===== src/rtl/program_loader_if.sv =====
// Byte-stream and program-memory write bus of the program loader.
// master: the environment side (byte source, memory).
// slave:  the loader side.
`timescale 1ns/1ps

interface program_loader_if;
    logic [7:0] in_data;
    logic       in_valid;
    logic       in_ready;
    logic [9:0] mem_address;
    logic [7:0] mem_data;
    logic       mem_write_enable;

    modport master (
        output in_data,
        output in_valid,
        input  in_ready,
        input  mem_address,
        input  mem_data,
        input  mem_write_enable
    );

    modport slave (
        input  in_data,
        input  in_valid,
        output in_ready,
        output mem_address,
        output mem_data,
        output mem_write_enable
    );
endinterface


===== src/rtl/program_loader.sv =====
// program_loader: receives LEN_LO, LEN_HI, N data bytes (1..1024) and writes
// them to a 1024x8 program memory, holding the CPU until the load completes.
// Optional feature: define LOADER_CHECKSUM_EN to require a trailing mod-256
// checksum byte of the data bytes before DONE.
`timescale 1ns/1ps

module program_loader (
    input  logic            clk,
    input  logic            reset_n,
    input  logic            restart,
    program_loader_if.slave bus,
    output logic            cpu_hold,
    output logic            done,
    output logic            error
);

    localparam logic [15:0] MAX_LEN = 16'd1024;

    typedef enum logic [2:0] {
        ST_LEN_LO,
        ST_LEN_HI,
        ST_DATA,
`ifdef LOADER_CHECKSUM_EN
        ST_CHECKSUM,
`endif
        ST_DONE,
        ST_ERROR
    } state_t;

    state_t      r_state;
    state_t      w_next_state;

    logic [10:0] r_count;        // data bytes accepted so far
    logic [10:0] r_length;       // validated length N (low byte staged in LEN_LO)
    logic [9:0]  r_mem_address;
    logic [7:0]  r_mem_data;
    logic        r_mem_we;
`ifdef LOADER_CHECKSUM_EN
    logic [7:0]  r_sum;
`endif

    logic        w_in_ready;
    logic        w_xfer;
    logic        w_last;
    logic        w_restart;
    logic        w_len_ok;
    logic [15:0] w_len;
    logic [10:0] w_count_next;

    // Ready depends on state only, so the transfer term never loops through the FSM.
    assign w_in_ready   = (r_state != ST_DONE) && (r_state != ST_ERROR);
    assign w_xfer       = bus.in_valid && w_in_ready;
    assign w_restart    = restart && !w_in_ready;
    assign w_len        = {bus.in_data, r_length[7:0]};
    assign w_len_ok     = (w_len != 16'd0) && (w_len <= MAX_LEN);
    assign w_count_next = r_count + 11'd1;
    assign w_last       = (w_count_next == r_length);

    assign bus.in_ready         = w_in_ready;
    assign bus.mem_address      = r_mem_address;
    assign bus.mem_data         = r_mem_data;
    assign bus.mem_write_enable = r_mem_we;

    // State register.
    always_ff @(posedge clk or negedge reset_n) begin
        // NOTE: sequential logic uses <= so every register sees pre-edge values.
        if (!reset_n) begin
            r_state <= ST_LEN_LO;
        end else begin
            r_state <= w_next_state;
        end
    end

    // Next-state decode and state-derived status outputs.
    always_comb begin
        // NOTE: defaults first, so no path leaves an output unassigned (no latch).
        w_next_state = r_state;
        cpu_hold     = 1'b1;
        done         = 1'b0;
        error        = 1'b0;
        case (r_state)
            ST_LEN_LO: begin
                if (w_xfer) w_next_state = ST_LEN_HI;
            end
            ST_LEN_HI: begin
                if (w_xfer) w_next_state = w_len_ok ? ST_DATA : ST_ERROR;
            end
            ST_DATA: begin
                if (w_xfer && w_last) begin
`ifdef LOADER_CHECKSUM_EN
                    w_next_state = ST_CHECKSUM;
`else
                    w_next_state = ST_DONE;
`endif
                end
            end
`ifdef LOADER_CHECKSUM_EN
            ST_CHECKSUM: begin
                if (w_xfer) w_next_state = (bus.in_data == r_sum) ? ST_DONE : ST_ERROR;
            end
`endif
            ST_DONE: begin
                cpu_hold = 1'b0;
                done     = 1'b1;
                if (w_restart) w_next_state = ST_LEN_LO;
            end
            ST_ERROR: begin
                error = 1'b1;
                if (w_restart) w_next_state = ST_LEN_LO;
            end
            default: begin
                w_next_state = ST_LEN_LO;
            end
        endcase
    end

    // Length capture, byte counter, checksum and the one-cycle write strobe.
    always_ff @(posedge clk or negedge reset_n) begin
        if (!reset_n) begin
            r_count       <= '0;
            r_length      <= '0;
            r_mem_address <= '0;
            r_mem_data    <= '0;
            r_mem_we      <= 1'b0;
`ifdef LOADER_CHECKSUM_EN
            r_sum         <= '0;
`endif
        end else begin
            r_mem_we <= 1'b0;
            if (w_restart) begin
                r_count  <= '0;
                r_length <= '0;
`ifdef LOADER_CHECKSUM_EN
                r_sum    <= '0;
`endif
            end else if (w_xfer) begin
                case (r_state)
                    ST_LEN_LO: r_length <= {3'b000, bus.in_data};
                    // Out-of-range lengths lead to ERROR, so truncation is harmless.
                    ST_LEN_HI: r_length <= w_len[10:0];
                    ST_DATA: begin
                        r_mem_we      <= 1'b1;
                        r_mem_address <= r_count[9:0];
                        r_mem_data    <= bus.in_data;
                        r_count       <= w_count_next;
`ifdef LOADER_CHECKSUM_EN
                        r_sum         <= r_sum + bus.in_data;
`endif
                    end
                    default: ;
                endcase
            end
        end
    end

endmodule


===== src/flat_wrapper.sv =====
// flat-port wrapper written by rule: the top's interface ports become plain ports
module program_loader_flat 
  (clk, reset_n, restart, cpu_hold, done, error, bus_in_data, bus_in_valid, bus_in_ready, bus_mem_address, bus_mem_data, bus_mem_write_enable);
  program_loader_if bus_i ();
  input  logic clk;
  input  logic reset_n;
  input  logic restart;
  output logic cpu_hold;
  output logic done;
  output logic error;
  input wire logic [$bits(bus_i.in_data)-1:0] bus_in_data;
  input wire logic [$bits(bus_i.in_valid)-1:0] bus_in_valid;
  output wire logic [$bits(bus_i.in_ready)-1:0] bus_in_ready;
  output wire logic [$bits(bus_i.mem_address)-1:0] bus_mem_address;
  output wire logic [$bits(bus_i.mem_data)-1:0] bus_mem_data;
  output wire logic [$bits(bus_i.mem_write_enable)-1:0] bus_mem_write_enable;
  assign bus_i.in_data = bus_in_data;
  assign bus_i.in_valid = bus_in_valid;
  assign bus_in_ready = bus_i.in_ready;
  assign bus_mem_address = bus_i.mem_address;
  assign bus_mem_data = bus_i.mem_data;
  assign bus_mem_write_enable = bus_i.mem_write_enable;
  program_loader u_core (.clk(clk), .reset_n(reset_n), .restart(restart), .bus(bus_i), .cpu_hold(cpu_hold), .done(done), .error(error));
endmodule

===== config.mk =====
export PLATFORM = sky130hd
export DESIGN_NAME = program_loader_flat
export DESIGN_NICKNAME = d
export VERILOG_FILES = /design/src/rtl/program_loader_if.sv /design/src/rtl/program_loader.sv /design/src/flat_wrapper.sv
export SDC_FILE = /design/constraint.sdc
export NUM_CORES = 1
export LEC_CHECK = 0
export ABC_AREA = 0
export CAP_MARGIN = 40
export CORE_MARGIN = 2
export CORE_UTILIZATION = 24
export CTS_BUF_LIST = sky130_fd_sc_hd__clkbuf_4 sky130_fd_sc_hd__clkbuf_8
export DETAILED_ROUTE_END_ITERATION = 8
export GPL_TIMING_DRIVEN = 0
export HOLD_SLACK_MARGIN = 0.1
export PLACE_DENSITY = 0.42
export SLEW_MARGIN = 20
export SYNTH_ARGS = -nofsm -noshare
export SYNTH_HDL_FRONTEND = slang
export SYNTH_SLANG_ARGS = --single-unit

===== constraint.sdc =====
create_clock -name clk -period 3.5 [get_ports clk]
set_input_delay 0.525 -clock clk [delete_from_list [all_inputs] [get_ports clk]]
set_output_delay 0.525 -clock clk [all_outputs]
set_load 0.02 [all_outputs]

==> run summary, run 1 <==
HPWL Detailed -> 4780 µm
Routed Antenna Nets -> 0
WL per Instance -> 14.7 µm
mux cell area share after synthesis -> 1.28%
FFs w/ async S/R, synth -> 100%
root buffer cell -> clkbuf_8
Worst R2R End -> u_core.r_state[0]
TNS Setup -> 0 ps
CTS-repair resized insts -> 0
largest family of logic cells by synthesized area -> simple AND/OR/NAND/NOR gates
largest net degree at the start of global routing -> 45
Distinct cells, synth -> 45
overall routing resource usage -> 13.7%
Peak VDD IR -> 0.000205 V
Layout Cell Area excl Fill -> 2940 µm²
Core Rows -> 36
Starting Density -> 24.3%
FMAX -> 407 MHz
# setup viols final -> 0
I/O Buffers -> 34
H-tree Lvls -> 2
io pins -> 35
router iterations before antenna repair -> 4
Pwr per Cell Area -> 549 nW/µm²
TritonCTS clock tree -> yes
register area share after synthesis -> 47.0%
DP Area -> 2850 µm²
required time of the critical path -> 2970 ps
height of the die -> 103 µm
CTS buffer count -> 5
critical path peak fanout -> 10
vias in the first global route -> 2052
chip width -> 103 µm
residual DRC count -> 0
Worst Clk Skew -> 6.79 ps
XOR/XNOR Fraction of Synth Area -> 4.86%
status -> finished clean
Mapped Area -> 2340 µm²
Setup crit start -> u_core.r_state[0]
adder-cell share of the synthesized area -> 0.534%
most frequent cells in the layout -> 83 x nand2_1, 44 x dfrtp_1, 33 x clkdlybuf4s50_1, 24 x o21ai_0, 18 x nor2_1
min Tclk post-route -> 2460 ps
share of layout cells above drive strength 1 -> 8.67%
total number of vias -> 2097
clock-pin transition on the worst setup and hold timing paths -> 90 ps
Fin. Hold Viols -> 0
clk sinks -> 44
number of synthesized flops with an enable pin -> 0
Hold Slack -> 221 ps
final max-slew violation count -> 0
Worst Max-Slew Pin Slew -> 592 ps
Synth Area in Compound Gates -> 13.9%
CP Launch Type -> flop
syn avg cell area -> 8.34 µm²
Synth-to-Final Area Change -> 25.5%
Die Area -> 10600 µm²
Post-CTS Repair Setup Buffers -> 0
first-pass GRT wire length -> 11100 µm
Inserted Diodes -> 0
crit path to -> error
nets -> 335
Pwr Total -> 1.61 mW
RD Place Congestion -> 0.776
commonest non-fill, non-tap cell in the layout -> nand2_1
leakage power -> 1.30 nW
Seq cells post-synth -> 44
worst skew pair latency -> 300 ps
detailed-route wire length -> 6680 µm
type of the worst setup path -> flop to output port
Vias/cell -> 4.60
reg2reg start -> u_core.r_count[1]
initial drt markers -> 143
post-synthesis simple-gate area fraction -> 28.1%
GRT Residual Overflow -> 0
fin util -> 30.5%
Main synth FF type -> dfrtp_1
Post-Syn Nets -> 294
core area -> 9640 µm²
initial antenna violation count -> 0
HP Class -> input pin to asynchronous set/reset pin
Slew HR -> 60.6%
critical path arrival -> 1930 ps
crit path capture type -> output port
RSZ-0062 raised after global routing -> false
Longest Clk Path Bufs -> 2
synthesized netlist cell count -> 281
Max-cap violations -> 0
Synth Warn # -> 0
Worst Reg-to-Reg Cells -> 6
hold_buf cts -> 0
period utilization -> 70.2%
reg-to-reg setup timing slack -> 1530 ps
per-layer routing:
metal	GRT usage, %	up-vias	routed length (µm)	part of all wire (%)
met1	19.5	1008	3270	49
met3	2.03	6	217	3.2
met5	0	-	0	0
met2	22.1	50	3110	47
li1	-	1033	-	-
met4	3.24	0	78	1.2
critical path, cell delays in order (launching register included):
cell and delay [ps]:
dfrtp_1 360, buf_2 180, nor3b_2 400, clkdlybuf4s50_1 680
metrics by stage:
| stage | std cells | setup slack [ps] |
|---|---|---|
| after CTS | 456 | 1050 |
| after global placement | 448 | 437 |
| final | 456 | 1040 |
| after detailed placement | 448 | 1070 |
| after global routing | 456 | 981 |
| after floorplan | 281 | 1780 |
synth_stat cells, types with 4 or more instances:
cell type  count  area share (%)
nor2_1        18             2.9
inv_1          5            0.80
or4_1          4             1.3
buf_2         13             2.8
nand3_1       10             2.1
xnor2_1        8             3.0
dfrtp_1       44              47
or3_1          6             1.6
clkbuf_1       4            0.64
xor2_1         5             1.9
o21ai_0       24             5.1
a21oi_1        9             1.9
nand2_1       83              13
registers in the layout, indices dropped and copies added (netlist names):
signal and count:
u_core.r_count 11, u_core.bus.mem_address 10, u_core.r_state 3, u_core.r_length 11, u_core.bus.mem_data 8, u_core.bus.mem_write_enable 1
kinds of logic (layout without fill, tap and decap cells):
group | after synthesis | in the layout
compound gates | 54 | 54
xor+xnor | 13 | 13
fa+ha+maj | 1 | 1
buf+inv | 23 | 65
flops | 44 | 44
mux | 3 | 3
simple gates | 143 | 143
worst min-delay path by stage:
stage                           start                        end  slack, ps  cells past startpoint
4_1_cts                       reset_n  u_core.bus.mem_address[4]        260                      1
6_report                      reset_n         u_core.r_length[9]        220                      1
2_1_floorplan                 reset_n  u_core.bus.mem_address[0]        230                      0
5_1_grt                       reset_n  u_core.bus.mem_address[4]        270                      1
3_3_place_gp   u_core.bus.mem_data[2]     u_core.bus.mem_data[2]        460                      2
3_5_place_dp   u_core.bus.mem_data[5]     u_core.bus.mem_data[5]        460                      2
power by group:
group / internal [mW] / switching, mW / leakage (nW)
Clock: 0.150 / 0.197 / 0.0448
Combinational: 0.249 / 0.311 / 0.662
Sequential: 0.613 / 0.0933 / 0.596
final cells by class:
type | instances | area [µm²]
Fill cell | 1087 | 6700
Multi-Input combinational cell | 214 | 1140
Sequential cell | 44 | 1100
Timing Repair Buffer | 34 | 338
Tap cell | 133 | 166
Buffer | 17 | 80.1
Clock buffer | 6 | 76.3
Inverter | 6 | 22.5
Clock inverter | 2 | 16.3
No activity file was read; power rests on OpenSTA's default activity.
==> run 2, diff against run 1 <==
--- a/config.mk
+++ b/config.mk
@@ -13,7 +13,7 @@
 export DETAILED_ROUTE_END_ITERATION = 8
 export GPL_TIMING_DRIVEN = 0
 export HOLD_SLACK_MARGIN = 0.1
-export PLACE_DENSITY = 0.42
+export PLACE_DENSITY = 0.43
 export SLEW_MARGIN = 20
 export SYNTH_ARGS = -nofsm -noshare
 export SYNTH_HDL_FRONTEND = slang
==> constraint.sdc (replaced) <==
create_clock -name clk -period 2.2 [get_ports clk]
set_input_delay 0.33 -clock clk [delete_from_list [all_inputs] [get_ports clk]]
set_output_delay 0.33 -clock clk [all_outputs]
set_load 0.02 [all_outputs]
==> run summary, run 2 (same netlist as run 1, synthesis figures left out) <==
CP Launch Type -> flop
initial drt markers -> 141
Crit path max-delay family -> simple AND/OR/NAND/NOR gates
Post-CTS Repair Setup Buffers -> 0
type of the worst setup path -> flop to flop
GRT Residual Overflow -> 0
Longest Clk Path Bufs -> 2
total number of vias -> 2073
Critical Path Max Stage Delay -> 450 ps
FMAX -> 504 MHz
clock-pin transition on the worst setup and hold timing paths -> 90 ps
TritonCTS clock tree -> yes
crit-path cells -> ha_1 -> nand4_1 -> or3_1 -> o221ai_1 -> o32ai_1 -> nor2_1
Int Power -> 1.82 mW
WL per Instance -> 14.3 µm
HP Class -> flop to flop
commonest non-fill, non-tap cell in the layout -> nand2_1
leakage power -> 1.35 nW
largest net degree at the start of global routing -> 28
setup slack after layout -> 217 ps
height of the die -> 103 µm
crit path capture type -> flop
router iterations before antenna repair -> 4
final max-slew violation count -> 0
overall routing resource usage -> 13.2%
Pwr Total -> 2.77 mW
CP Depth -> 6
CTS buffer count -> 5
Starting Density -> 24.3%
Core Rows -> 36
Pwr per Cell Area -> 917 nW/µm²
DP Worst Slack -> 1.37 ps
Worst Reg-to-Reg Cells -> 6
HPWL Detailed -> 4860 µm
Psw -> 945 µW
first-pass GRT wire length -> 10600 µm
core area -> 9640 µm²
# setup viols final -> 0
Comb pwr share -> 32.8%
Net Sw Frac -> 34.1%
detailed-route wire length -> 6540 µm
Peak VDD IR -> 0.000302 V
most frequent cells in the layout -> 83 x nand2_1, 44 x dfrtp_1, 29 x clkdlybuf4s50_1, 24 x o21ai_0, 18 x nor2_1
I/O Buffers -> 34
Synth-to-Final Area Change -> 28.8%
root buffer cell -> clkbuf_8
Vias/cell -> 4.54
required time of the critical path -> 2420 ps
H-tree Lvls -> 2
io pins -> 35
Worst Path Buf+Inv -> 0
status -> finished clean
initial antenna violation count -> 0
chip width -> 103 µm
sequential power share -> 40.7%
Fin. Hold Viols -> 0
period utilization -> 90.1%
Worst Max-Slew Pin Slew -> 587 ps
Routed Antenna Nets -> 0
residual DRC count -> 0
Die Area -> 10600 µm²
min Tclk post-route -> 1980 ps
Slowest-stage cell, CP -> dfrtp_1
critical path peak fanout -> 8
nets -> 337
Hold Slack -> 482 ps
worst skew pair latency -> 300 ps
Inserted Diodes -> 0
clk sinks -> 44
reg-to-reg setup timing slack -> 220 ps
critical path arrival -> 2210 ps
hold depth -> 2
Max-cap violations -> 0
RD Place Congestion -> 0.793
vias in the first global route -> 1988
Slew HR -> 60.9%
Worst Clk Skew -> 11.2 ps
clock network power share -> 26.6%
RSZ-0062 raised after global routing -> false
share of layout cells above drive strength 1 -> 8.95%
-- run 2: per-layer routing --
| metal | track usage [%] | wire length, µm | vias to the layer above | part of all wire, % |
|---|---|---|---|---|
| met5 | 0 | 0 | - | 0 |
| met2 | 21.3 | 3170 | 27 | 48 |
| li1 | - | - | 1036 | - |
| met1 | 18.5 | 3180 | 1008 | 49 |
| met3 | 2.71 | 169 | 2 | 2.6 |
| met4 | 2.73 | 26 | 0 | 0.40 |
-- run 2: through the flow --
stage / utilization (%) / TNS (ps) / cell area, µm² / std cells
global placement: 29.6 / -26800 / 2850 / 448
detailed placement: 29.7 / 0 / 2870 / 449
global route: 31.3 / 0 / 3020 / 457
floorplan: - / 0 / 2340 / 281
finish: 31.3 / 0 / 3020 / 457
CTS: 31.2 / 0 / 3010 / 457
-- run 2: power by group through the flow --
stage / Clock (mW) / Combinational [mW] / Sequential (mW)
finish: 0.735 / 0.907 / 1.13
global placement: 0 / 0.895 / 1.14
detailed placement: 0 / 0.901 / 1.14
floorplan: 0 / 0.567 / 1.15
CTS: 0.757 / 0.913 / 1.13
global route: 0.789 / 1.02 / 1.15
-- run 2: final cells by class --
type                    instances  area, µm²
plain buffers                  17       80.1
clock buffers                   5       68.8
clock inverters                 2       60.1
fillers                      1081       6620
inverters                       6       22.5
multi-input cells             214       1150
flip-flops and latches         44       1100
well taps                     133        166
repair buffers                 36        368
-- run 2: timing repair --
| action | in CTS | in global routing |
|---|---|---|
| pin swaps | 0 | 0 |
| hold buffers | 1 | 0 |
| resized for setup | 3 | 3 |
| cloned | 0 | 0 |
| setup endpoints to repair | 3 | 3 |
| endpoints found under the hold margin | 17 | 0 |
-- run 2: worst paths after layout --
check                                          startpoint                        end
worst min register to register  u_core.bus.mem_address[8]  u_core.bus.mem_address[8]
worst min-delay path            u_core.bus.mem_address[8]  u_core.bus.mem_address[8]
worst max register to register          u_core.r_count[1]          u_core.r_state[0]
min in group asynchronous                         reset_n  u_core.bus.mem_address[7]
worst max-delay path                    u_core.r_count[1]          u_core.r_state[0]
max in group asynchronous                         reset_n          u_core.r_count[3]
-- run 2: worst reg2reg max path, delay by kind of cell (launching register included) --
family | cells | cell delay [ps]
fa+ha+maj | 1 | 340
compound gates | 2 | 360
simple gates | 3 | 760
flops | 1 | 450
==> run 3, diff against run 2 <==
--- a/config.mk
+++ b/config.mk
@@ -7,7 +7,6 @@
 export LEC_CHECK = 0
 export ABC_AREA = 0
 export CAP_MARGIN = 40
-export CORE_MARGIN = 2
 export CORE_UTILIZATION = 24
 export CTS_BUF_LIST = sky130_fd_sc_hd__clkbuf_4 sky130_fd_sc_hd__clkbuf_8
 export DETAILED_ROUTE_END_ITERATION = 8
==> run summary, run 3 (same netlist as run 1, synthesis figures left out) <==
status -> finished clean
Die Area -> 10200 µm²
WL per Instance -> 15.0 µm
initial drt markers -> 165
initial antenna violation count -> 0
leakage power -> 1.35 nW
overall routing resource usage -> 14.7%
# setup viols final -> 0
Pwr per Cell Area -> 901 nW/µm²
root buffer cell -> clkbuf_8
GRT Residual Overflow -> 0
Inserted Diodes -> 0
final max-slew violation count -> 0
Vias/cell -> 4.65
DP Area -> 2860 µm²
height of the die -> 101 µm
worst skew pair latency -> 300 ps
Core Rows -> 35
total number of vias -> 2109
share of layout cells above drive strength 1 -> 8.92%
TritonCTS clock tree -> yes
nets -> 337
Peak VDD IR -> 0.000336 V
HPWL Detailed -> 4970 µm
Fin. Hold Viols -> 0
crit path capture type -> flop
Starting Density -> 25.1%
RD Place Congestion -> 0.797
CP Launch Type -> flop
clock-pin transition on the worst setup and hold timing paths -> 90 ps
Max-cap violations -> 0
clk sinks -> 44
CTS buffer count -> 5
Worst Clk Skew -> 9.93 ps
vias in the first global route -> 2094
H-tree Lvls -> 2
FMAX -> 487 MHz
min Tclk post-route -> 2060 ps
Longest Clk Path Bufs -> 2
type of the worst setup path -> flop to flop
I/O Buffers -> 34
required time of the critical path -> 2380 ps
filler instances -> 1001
Worst Max-Slew Pin Slew -> 604 ps
chip width -> 101 µm
router iterations before antenna repair -> 4
Post-CTS Repair Setup Buffers -> 0
Layout Cell Area excl Fill -> 3000 µm²
period utilization -> 93.4%
Slew HR -> 59.8%
detailed-route wire length -> 6810 µm
first-pass GRT wire length -> 11500 µm
HP Class -> flop to flop
Routed Antenna Nets -> 0
most frequent cells in the layout -> 83 x nand2_1, 44 x dfrtp_1, 29 x clkdlybuf4s50_1, 24 x o21ai_0, 18 x nor2_1
RSZ-0062 raised after global routing -> false
critical path arrival -> 2240 ps
commonest non-fill, non-tap cell in the layout -> nand2_1
Hold Slack -> 478 ps
largest net degree at the start of global routing -> 28
Synth-to-Final Area Change -> 28.0%
io pins -> 35
core area -> 9330 µm²
residual DRC count -> 0
critical path peak fanout -> 8
## run 3: layer usage
layer	share of wire [%]	GRT usage, %	routed length [µm]
met5	0	0	0
met4	0.79	3.34	54
met3	3.4	2.29	232
met2	47	23.7	3230
met1	48	20.7	3290
## run 3: worst paths after layout
check	from	to	slack (ps)	depth (start not counted)
worst max-delay path	u_core.r_count[1]	u_core.r_state[0]	140	6
worst min-delay path	u_core.bus.mem_data[1]	u_core.bus.mem_data[1]	480	2
worst max register to register	u_core.r_count[1]	u_core.r_state[0]	140	6
worst min register to register	u_core.bus.mem_data[1]	u_core.bus.mem_data[1]	480	2
max in group asynchronous	reset_n	u_core.r_length[6]	1170	3
min in group asynchronous	reset_n	u_core.r_count[9]	520	2
## run 3: critical path: stages (launching register included)
cell     delay, ps
dfrtp_1        460
ha_1           330
nand4_1        270
nor3_1         430
xnor2_1        150
a41oi_1        220
nor2_1          80
## run 3: what timing repair did
action	CTS	global route
hold buffers	1	0
hold endpoints to repair	17	0
gates resized for setup	3	2
endpoints found under the setup margin	3	2
cloned	0	0
## run 3: report_power, final
group | switching [mW] | internal, mW
registers | 0.149 | 0.976
logic | 0.501 | 0.401
clock network | 0.305 | 0.372
total | 0.954 | 1.75
## run 3: area by class of cell
type                    instances  area (µm²)  share of cell area [%]
multi-input cells             214        1150                    38.2
flip-flops and latches         44        1100                    36.7
repair buffers                 36         368                    12.3
well taps                     129         161                    5.38
clock buffers                   6        82.6                    2.75
plain buffers                  17        80.1                    2.67
clock inverters                 2        38.8                    1.29
inverters                       6        22.5                   0.751
## run 3: per-stage QoR
stage               cells  util, %  power [mW]  setup slack, ps  TNS [ps]
floorplan             281        -        1.72              536         0
global placement      444     30.5        2.03             -638    -28170
detailed placement    445     30.7        2.04            -58.0      -219
CTS                   454     32.1        2.75             15.2         0
global route          454     32.2        2.91             8.21         0
finish                454     32.2        2.70              145         0
